==> src/rtl/ccff_loader_pkg.sv <==
// Shared types and the serial CRC-8 step used by the configuration-chain loader.
package ccff_loader_pkg;

  typedef enum logic [1:0] {
    ST_IDLE,
    ST_LOAD,
    ST_VERIFY,
    ST_DONE
  } state_t;

  localparam logic [7:0] CRC8_POLY = 8'h07;

  // One MSB-first CRC-8 step: feedback is the outgoing MSB xor the new bit.
  function automatic logic [7:0] crc8_next(input logic [7:0] crc, input logic din);
    logic fb;
    fb = crc[7] ^ din;
    return {crc[6:0], 1'b0} ^ (fb ? CRC8_POLY : 8'h00);
  endfunction

endpackage

==> src/rtl/ccff_crc8_serial.sv <==
// Bit-serial CRC-8 accumulator; clear has priority over enable.
module ccff_crc8_serial
  import ccff_loader_pkg::*;
(
  input  logic       clk,
  input  logic       rst_n,
  input  logic       clear,
  input  logic       enable,
  input  logic       din,
  output logic [7:0] crc
);

  // NOTE: sequential state uses non-blocking assignments so every flop samples pre-edge values.
  always_ff @(posedge clk or negedge rst_n) begin
    if (!rst_n)      crc <= 8'h00;
    else if (clear)  crc <= 8'h00;
    else if (enable) crc <= crc8_next(crc, din);
  end

endmodule

==> src/rtl/ccff_chain_loader.sv <==
// Streams configuration words into a CCFF chain, rotates it once for readback,
// and flags a CRC mismatch between the written and read-back bit streams.
module ccff_chain_loader
  import ccff_loader_pkg::*;
#(
  parameter int CHAIN_LEN = 40,
  parameter int WORD_W    = 8
) (
  input  logic              prog_clock,
  input  logic              prog_reset_n,
  input  logic              start,
  input  logic [WORD_W-1:0] cfg_data,
  input  logic              cfg_valid,
  output logic              cfg_ready,
  output logic              ccff_head,
  input  logic              ccff_tail,
  output logic              config_enable,
  output logic              busy,
  output logic              done,
  output logic              error
);

  localparam int CNT_W     = $clog2(CHAIN_LEN + 1);
  localparam int NB_W      = $clog2(WORD_W + 1);
  localparam int NUM_WORDS = (CHAIN_LEN + WORD_W - 1) / WORD_W;

  localparam logic [CNT_W-1:0] LAST_BIT  = CNT_W'(CHAIN_LEN - 1);
  localparam logic [CNT_W-1:0] CNT_MAX   = {CNT_W{1'b1}};
  localparam logic [CNT_W-1:0] WORDS_INI = CNT_W'(NUM_WORDS);
  localparam logic [NB_W-1:0]  NB_FULL   = NB_W'(WORD_W);
  localparam logic [NB_W-1:0]  NB_ONE    = NB_W'(1);

  state_t            state;
  logic [WORD_W-1:0] sreg;
  logic [NB_W-1:0]   nbits;
  logic [CNT_W-1:0]  bit_cnt;
  logic [CNT_W-1:0]  words_left;
  logic [7:0]        crc_wr;
  logic [7:0]        crc_rd;

  logic shifting;
  logic verifying;
  logic take_word;
  logic crc_clear;
  logic last_bit;

  assign shifting  = (state == ST_LOAD) && (nbits != '0);
  assign verifying = (state == ST_VERIFY);
  assign take_word = cfg_ready && cfg_valid;
  assign crc_clear = (state == ST_IDLE) && start;
  assign last_bit  = (bit_cnt == LAST_BIT);

  // NOTE: every signal driven in always_comb gets a default first so no latch is inferred.
  always_comb begin
    cfg_ready     = 1'b0;
    ccff_head     = 1'b0;
    config_enable = shifting || verifying;
    if (state == ST_LOAD)
      cfg_ready = ((nbits == '0) || ((nbits == NB_ONE) && shifting)) && (words_left != '0);
    if (shifting)
      ccff_head = sreg[WORD_W-1];
    else if (verifying)
      ccff_head = ccff_tail;
  end

  assign busy = (state != ST_IDLE);
  assign done = (state == ST_DONE);

  // NOTE: the word buffer is an ordinary register and is reset with everything else.
  always_ff @(posedge prog_clock or negedge prog_reset_n) begin
    if (!prog_reset_n) begin
      state      <= ST_IDLE;
      sreg       <= '0;
      nbits      <= '0;
      bit_cnt    <= '0;
      words_left <= '0;
      error      <= 1'b0;
    end else begin
      case (state)
        ST_IDLE: begin
          if (start) begin
            state      <= ST_LOAD;
            sreg       <= '0;
            nbits      <= '0;
            bit_cnt    <= '0;
            words_left <= WORDS_INI;
            error      <= 1'b0;
          end
        end

        ST_LOAD: begin
          if (shifting) begin
            sreg  <= sreg << 1;
            nbits <= nbits - 1'b1;
            if (last_bit) begin
              // Leftover bits of the final word are dropped here.
              state   <= ST_VERIFY;
              bit_cnt <= '0;
              sreg    <= '0;
              nbits   <= '0;
            end else if (bit_cnt != CNT_MAX) begin
              bit_cnt <= bit_cnt + 1'b1;
            end
          end
          // A new word lands on the same edge that shifts the last bit of the old one.
          if (take_word) begin
            sreg       <= cfg_data;
            nbits      <= NB_FULL;
            words_left <= words_left - 1'b1;
          end
        end

        ST_VERIFY: begin
          if (last_bit) begin
            state   <= ST_DONE;
            bit_cnt <= '0;
            error   <= (crc8_next(crc_rd, ccff_tail) != crc_wr);
          end else if (bit_cnt != CNT_MAX) begin
            bit_cnt <= bit_cnt + 1'b1;
          end
        end

        ST_DONE: state <= ST_IDLE;

        default: state <= ST_IDLE;
      endcase
    end
  end

  ccff_crc8_serial u_crc_wr (
    .clk    (prog_clock),
    .rst_n  (prog_reset_n),
    .clear  (crc_clear),
    .enable (shifting),
    .din    (ccff_head),
    .crc    (crc_wr)
  );

  ccff_crc8_serial u_crc_rd (
    .clk    (prog_clock),
    .rst_n  (prog_reset_n),
    .clear  (crc_clear),
    .enable (verifying),
    .din    (ccff_tail),
    .crc    (crc_rd)
  );

endmodule

==> config.mk <==
export PLATFORM = sky130hd
export DESIGN_NAME = ccff_chain_loader
export DESIGN_NICKNAME = d
export VERILOG_FILES = /design/src/rtl/ccff_loader_pkg.sv /design/src/rtl/ccff_crc8_serial.sv /design/src/rtl/ccff_chain_loader.sv
export SDC_FILE = /design/constraint.sdc
export NUM_CORES = 1
export LEC_CHECK = 0
export ABC_AREA = 1
export CAP_MARGIN = 20
export CORE_MARGIN = 4
export CORE_UTILIZATION = 30
export DETAILED_ROUTE_END_ITERATION = 7
export HOLD_SLACK_MARGIN = 0.06
export SETUP_SLACK_MARGIN = 0.5
export SLEW_MARGIN = 0
export SYNTH_ARGS = -nofsm -noshare
export SYNTH_HDL_FRONTEND = slang
export SYNTH_HIERARCHICAL = 1
export SYNTH_SLANG_ARGS = --single-unit
export TNS_END_PERCENT = 1
==> constraint.sdc <==
create_clock -name prog_clock -period 5.3 [get_ports prog_clock]
set_clock_uncertainty 0.15 [all_clocks]
set_input_delay 0.795 -clock prog_clock [delete_from_list [all_inputs] [get_ports prog_clock]]
set_output_delay 0.795 -clock prog_clock [all_outputs]
set_load 0.1 [all_outputs]
# Word level (Yosys, flattened, before mapping)
# Index checks and enable logic that the tools add are counted.
dict set report op_classes {
  n_reduce_logical 22
  mux 35
  shift 0
  n_eq_ne 13
  bitwise_logic 4
  addsub 3
  n_mul 0
  order_cmp 0
  n_div 0
}
# op count
set ops {}
lappend ops {{two-way mux 8 bit} 8}
lappend ops {{two-way mux 6 bit} 6}
lappend ops {{one-hot mux 6 bit (3 select lines)} 1}
lappend ops {{two-way mux 4 bit} 4}
lappend ops {{one-hot mux 8 bit (2 select lines)} 1}
lappend ops {{bitwise XOR 8 bit} 2}
lappend ops {{one-hot mux 6 bit (2 select lines)} 1}
lappend ops {{AND reduction 3 bit} 4}
lappend ops {{nonzero test 2 bit} 5}
lappend ops {{two-way mux 2 bit} 4}
lappend ops {{!= test 2 bit, second input constant} 4}
lappend ops {{!= test 8 bit} 1}
lappend ops {{one-hot mux 2 bit (4 select lines)} 1}
lappend ops {{one-hot mux 4 bit (2 select lines)} 1}
lappend ops {{adder 6 x 1 -> 6 bit, second input constant} 1}
lappend ops {{equality test 6 bit, second input constant} 1}
lappend ops {{two-way mux 3 bit} 2}
lappend ops {{!= test 6 bit, second input constant} 1}
lappend ops {{nonzero test 6 bit} 1}
lappend ops {{subtractor 6 x 1 -> 6 bit, second input constant} 1}
lappend ops {{logical AND 1 bit} 5}
lappend ops {{two-way mux 1 bit} 5}
lappend ops {{equality test 2 bit, second input constant} 2}
lappend ops {{equality test 4 x 1 -> 1 bit, second input constant} 1}
lappend ops {{other kinds (12)} 14}
dict set report word_totals {
  n_memories 0
  latch_bits 0
  input_bits 13
  ram_bits 0
  ff_bits 43
  mem_bits_ro 0
}

# Logic depth before layout (Yosys ltp)
dict set report depth {
  word_depth 9
  depth_mapped 12
}

# By module
# Netlist, hierarchy kept.
# mod n_inst area_per_inst_um2 cells_each
set modules_own_cells {}
lappend modules_own_cells {ccff_chain_loader 1 2064.5 303}
lappend modules_own_cells {ccff_crc8_serial 2 364.1 42}

# Worst setup path after synthesis
# OpenSTA, ideal clock, no wires.
dict set report synth_path {
  path_kind {reg2out}
  start {reg nbits[0]}
  end {out ccff_head}
  path_stages_with_launch 8
  t_arrival_ns 1.773
  path_slack_ns 2.582
  path_buffers 0
  cell_sequence {dfrtp_1 > inv_1 > ha_1 > nand3_1 > nand2_1 > inv_1 > nand2_1 > nand2_1}
}
dict set report synth_between {
  elab_chain_cells 3
}
# item line
set synth_lines {}
lappend synth_lines {{start: declaration} ccff_chain_loader.sv:35} ;# logic [NB_W-1:0] nbits;
lappend synth_lines {{start signal: assignment} ccff_chain_loader.sv:94} ;# nbits <= nbits - 1'b1;
lappend synth_lines {{nonzero test 4 bit} ccff_chain_loader.sv:47} ;# assign shifting = (state == ST_LOAD) && (nbits != '0);
lappend synth_lines {{logical AND 1 bit} ccff_chain_loader.sv:47}
lappend synth_lines {{named net shifting} ccff_chain_loader.sv:41} ;# logic shifting;
lappend synth_lines {{two-way mux 1 bit} ccff_chain_loader.sv:60} ;# if (shifting)
lappend synth_lines {{end: declaration} ccff_chain_loader.sv:15} ;# output logic ccff_head,
# The timed path passes the listed nets, and every way through them passes these cells.

# Worst setup path in the final report
dict set report layout_path {
  start {reg state[1]}
  end {out ccff_head}
}
dict set report layout_between {
  elab_chain_cells 3
  word_cells_on_any_way 5
}
# item line
set layout_lines {}
lappend layout_lines {{start: declaration} ccff_chain_loader.sv:33} ;# state_t state;
lappend layout_lines {{start signal: assignment} ccff_chain_loader.sv:72} ;# state <= ST_IDLE;
lappend layout_lines {{start signal: assignment} ccff_chain_loader.sv:82} ;# state <= ST_LOAD;
lappend layout_lines {{start signal: assignment} ccff_chain_loader.sv:97} ;# state <= ST_VERIFY;
lappend layout_lines {{equality test 2 x 1 -> 1 bit} ccff_chain_loader.sv:47}
lappend layout_lines {{logical AND 1 bit} ccff_chain_loader.sv:47}
lappend layout_lines {{named net shifting} ccff_chain_loader.sv:41}
lappend layout_lines {{two-way mux 1 bit} ccff_chain_loader.sv:60}
# The timed path passes the listed nets, and every way through them passes these cells.

==> results.sh <==
export IMPL_core_mm2=0.00889
export IMPL_drtAntennaViolNets=0
export IMPL_p_int_mw=0.877
export IMPL_synth_compound_area_frac=0.0892
export IMPL_die_w_um=104
export IMPL_p_clk_frac=0.140
export IMPL_fin_area_mm2=0.00320
export IMPL_drt_wl_total_um=6010
export IMPL_fin_crit_sh=0.722
export IMPL_synth_top_area_share=0.385
export IMPL_ys_types=30
export IMPL_postSynthCellCount=387
export IMPL_drive_gt1_frac=0.0956
export IMPL_status="complete, no violations"
export IMPL_critPathTopFamily="buffers and inverters"
export IMPL_grt_pass1_wl_um=10600
export IMPL_area_delta_synth_final_pct=14.5
export IMPL_yosys_area_share_simple=0.377
export IMPL_clkSinkCount=43
export IMPL_vias_per_cell=4.65
export IMPL_numCtsBuffers=5
export IMPL_yosysTopAreaCell="dfrtp_1"
export IMPL_h_tree_depth=2
export IMPL_synth_yosys_seq_area_share=0.385
export IMPL_grt_usage=0.116
export IMPL_maxSlewViolCount=0
export IMPL_cp_required_ns=4.36
export IMPL_cp_end_kind="output pin"
export IMPL_setup_slack_ns=1.47
export IMPL_grt_pass1_vias=2278
export IMPL_vdd_drop_max_mv=0.267
export IMPL_p_leak_nw=1.63
export IMPL_crit_top_cell="nand2_1"
export IMPL_hold_buffers=0
export IMPL_insertedDiodeCount=0
export IMPL_crit_type="reg2out"
export IMPL_syn_area_mm2=0.00279
export IMPL_synth_most_common_cell="nand2_1"
export IMPL_cts_buffer_depth=2
export IMPL_yosys_top_cells_area="dfrtp_1, nand2_1, inv_1, nand3_1, ha_1"
export IMPL_drtIter0Drc=135
export IMPL_synth_edf_count=0
export IMPL_yosys_warnings=6
export IMPL_pre_cts_ws_ns=1.57
export IMPL_cp_max_fo=7
export IMPL_async_flop_share=1.00
export IMPL_placed_cell_area_mm2=0.00307
export IMPL_crit_slowest_cell="clkdlybuf4s50_1"
export IMPL_num_rows=34
export IMPL_dieArea_mm2=0.0109
export IMPL_crit_chain="inv_1 -> ha_1 -> nand2_1 -> inv_1 -> nand2_1 -> nand2_1 -> clkdlybuf4s50_1"
export IMPL_via_count=2399
export IMPL_grt_max_degree=44
export IMPL_setup_viol=0
export IMPL_hold_viol=0
export IMPL_synth_fp_nets=409
export IMPL_slew_headroom=0.351
export IMPL_fmax_ghz=0.261
export IMPL_numPortBuffers=18
export IMPL_wire_per_inst_um=11.6
export IMPL_netSwitchingFraction=0.509
export IMPL_overflow=0
export IMPL_synth_mux_area_frac=0
export IMPL_first_pass_iters=4
export IMPL_critical_path_buf_inv_count=3
export IMPL_synth_xor_xnor_area_share=0.0220
export IMPL_pin_count=19
export IMPL_worst_pin_slew_ns=0.970
export IMPL_antenna_found_initial=0
export IMPL_setup_tns_ns=0
export IMPL_clk_pin_slew_ns=0.08
export IMPL_seqPwrFrac=0.283
export IMPL_synth_top_family_by_area="simple AND/OR/NAND/NOR gates"
export IMPL_ys_seq_elements=43
export IMPL_die_h_um=104
export IMPL_tritoncts="done"
export IMPL_hpwl_um=4420
export IMPL_ys_flop_type="dfrtp_1"
export IMPL_comb_power_share=0.577
export IMPL_fin_nets=430
export IMPL_cap_violations=0
export IMPL_synthTopCellsByCount="nand2_1, inv_1, dfrtp_1"
export IMPL_rsz0062_at_grt="false"
export IMPL_postCtsSetupRepairBufs=0
export IMPL_power_density_mw_per_mm2=559
export IMPL_cpPeakStageDelay_ns=1.15
export IMPL_reg2reg_slack_ns=3.15
export IMPL_cts_root_buffer_cell="clkbuf_8"
export IMPL_ctsResizeCount=0
export IMPL_critPathLaunchType="flop"
export IMPL_start_util=0.314
export IMPL_p_switching_mw=0.910
export IMPL_syn_area_per_cell_um2=7.22
export IMPL_drc=0
export IMPL_cp_arrival_ns=2.88
export IMPL_period_minus_slack_ns=3.83
export IMPL_place_congestion=0.834
export IMPL_synth_fa_ha_area_frac=0.0403
export IMPL_hold_class="reg2reg"
export IMPL_worstSkewPairLatency_ns=0.29
[cells in the final DEF (no fill, tap or decap), types with 2 or more instances in the layout]
cell type,count
a21boi_0,7
a21oi_1,2
a21oi_4,2
clkbuf_8,5
clkdlybuf4s50_1,17
dfrtp_1,43
ha_1,9
inv_1,48
inv_2,5
nand2_1,140
nand2_2,7
nand3_1,33
nand3_2,2
nand3b_1,2
nand4_1,13
nor2_1,27
nor2_2,4
nor2_8,2
o21ai_0,2
o21ai_1,7
o21ai_2,5
o21bai_1,2
o22ai_1,8
or2_2,2
xnor2_1,4
xor2_1,3
[per-stage QoR]
step	utilization	instances	power [mW]	hold slack [ns]
finish	0.360	516	1.79	0.326
global route	0.360	516	1.96	0.349
CTS	0.357	515	1.81	0.330
detailed placement	0.345	508	1.55	0.307
global placement	0.345	508	1.53	0.303
floorplan	-	387	1.34	0.286
[power by group through the flow]
stage               clock [mW]  sequential [mW]  combinational (mW)
floorplan                    0            0.511               0.827
global placement             0            0.510                1.02
detailed placement           0            0.513                1.03
CTS                      0.262            0.507                1.04
global route             0.273            0.522                1.16
finish                   0.250            0.506                1.03
[registers in the layout (all words and copies together), names as in the netlist]
signal,cells
state,2
sreg,8
words_left,6
error,1
u_crc_rd/crc,8
nbits,4
bit_cnt,6
u_crc_wr/crc,8
[layer usage]
layer | vias up | share of wire | track usage
met3 | 5 | 0.034 | 0.0223
met2 | 32 | 0.46 | 0.186
li1 | 1263 | - | -
met5 | - | 0 | 0
met4 | 0 | 0.010 | 0.0313
met1 | 1099 | 0.50 | 0.160
[worst min-delay path, delay by kind of cell (launching register included)]
kind / cells / cell delay, ns
DFF: 1 / 0.34
and+or+nand+nor: 2 / 0.11
[worst paths after layout]
path,from,to,cells past startpoint
worst max-delay path,state[1]$_DFFE_PN0P_,ccff_head,7
worst min-delay path,sreg[2]$_DFFE_PN0P_,sreg[2]$_DFFE_PN0P_,2
worst max register to register,state[1]$_DFFE_PN0P_,nbits[2]$_DFFE_PN0P_,9
worst min register to register,sreg[2]$_DFFE_PN0P_,sreg[2]$_DFFE_PN0P_,2
max in group asynchronous,prog_reset_n,bit_cnt[2]$_DFFE_PN0P_,2
min in group asynchronous,prog_reset_n,u_crc_wr/crc[1]$_DFFE_PN0P_,1
[kinds of logic (layout without fill, tap and decap cells)]
kind of cell / count (synthesis) / in the layout
buf+inv: 59 / 80
flops: 43 / 43
xor+xnor: 7 / 7
fa+ha+maj: 9 / 9
simple gates: 234 / 234
compound gates: 35 / 35
[cell type report]
| class | instances | area [um^2] |
|---|---|---|
| fillers | 917 | 5690 |
| clock inverters | 1 | 30.0 |
| well taps | 108 | 135 |
| flip-flops and latches | 43 | 1080 |
| inverters | 54 | 205 |
| clock buffers | 6 | 72.6 |
| multi-input cells | 285 | 1480 |
| repair buffers | 19 | 203 |
Power figures use the tool's default switching activity.
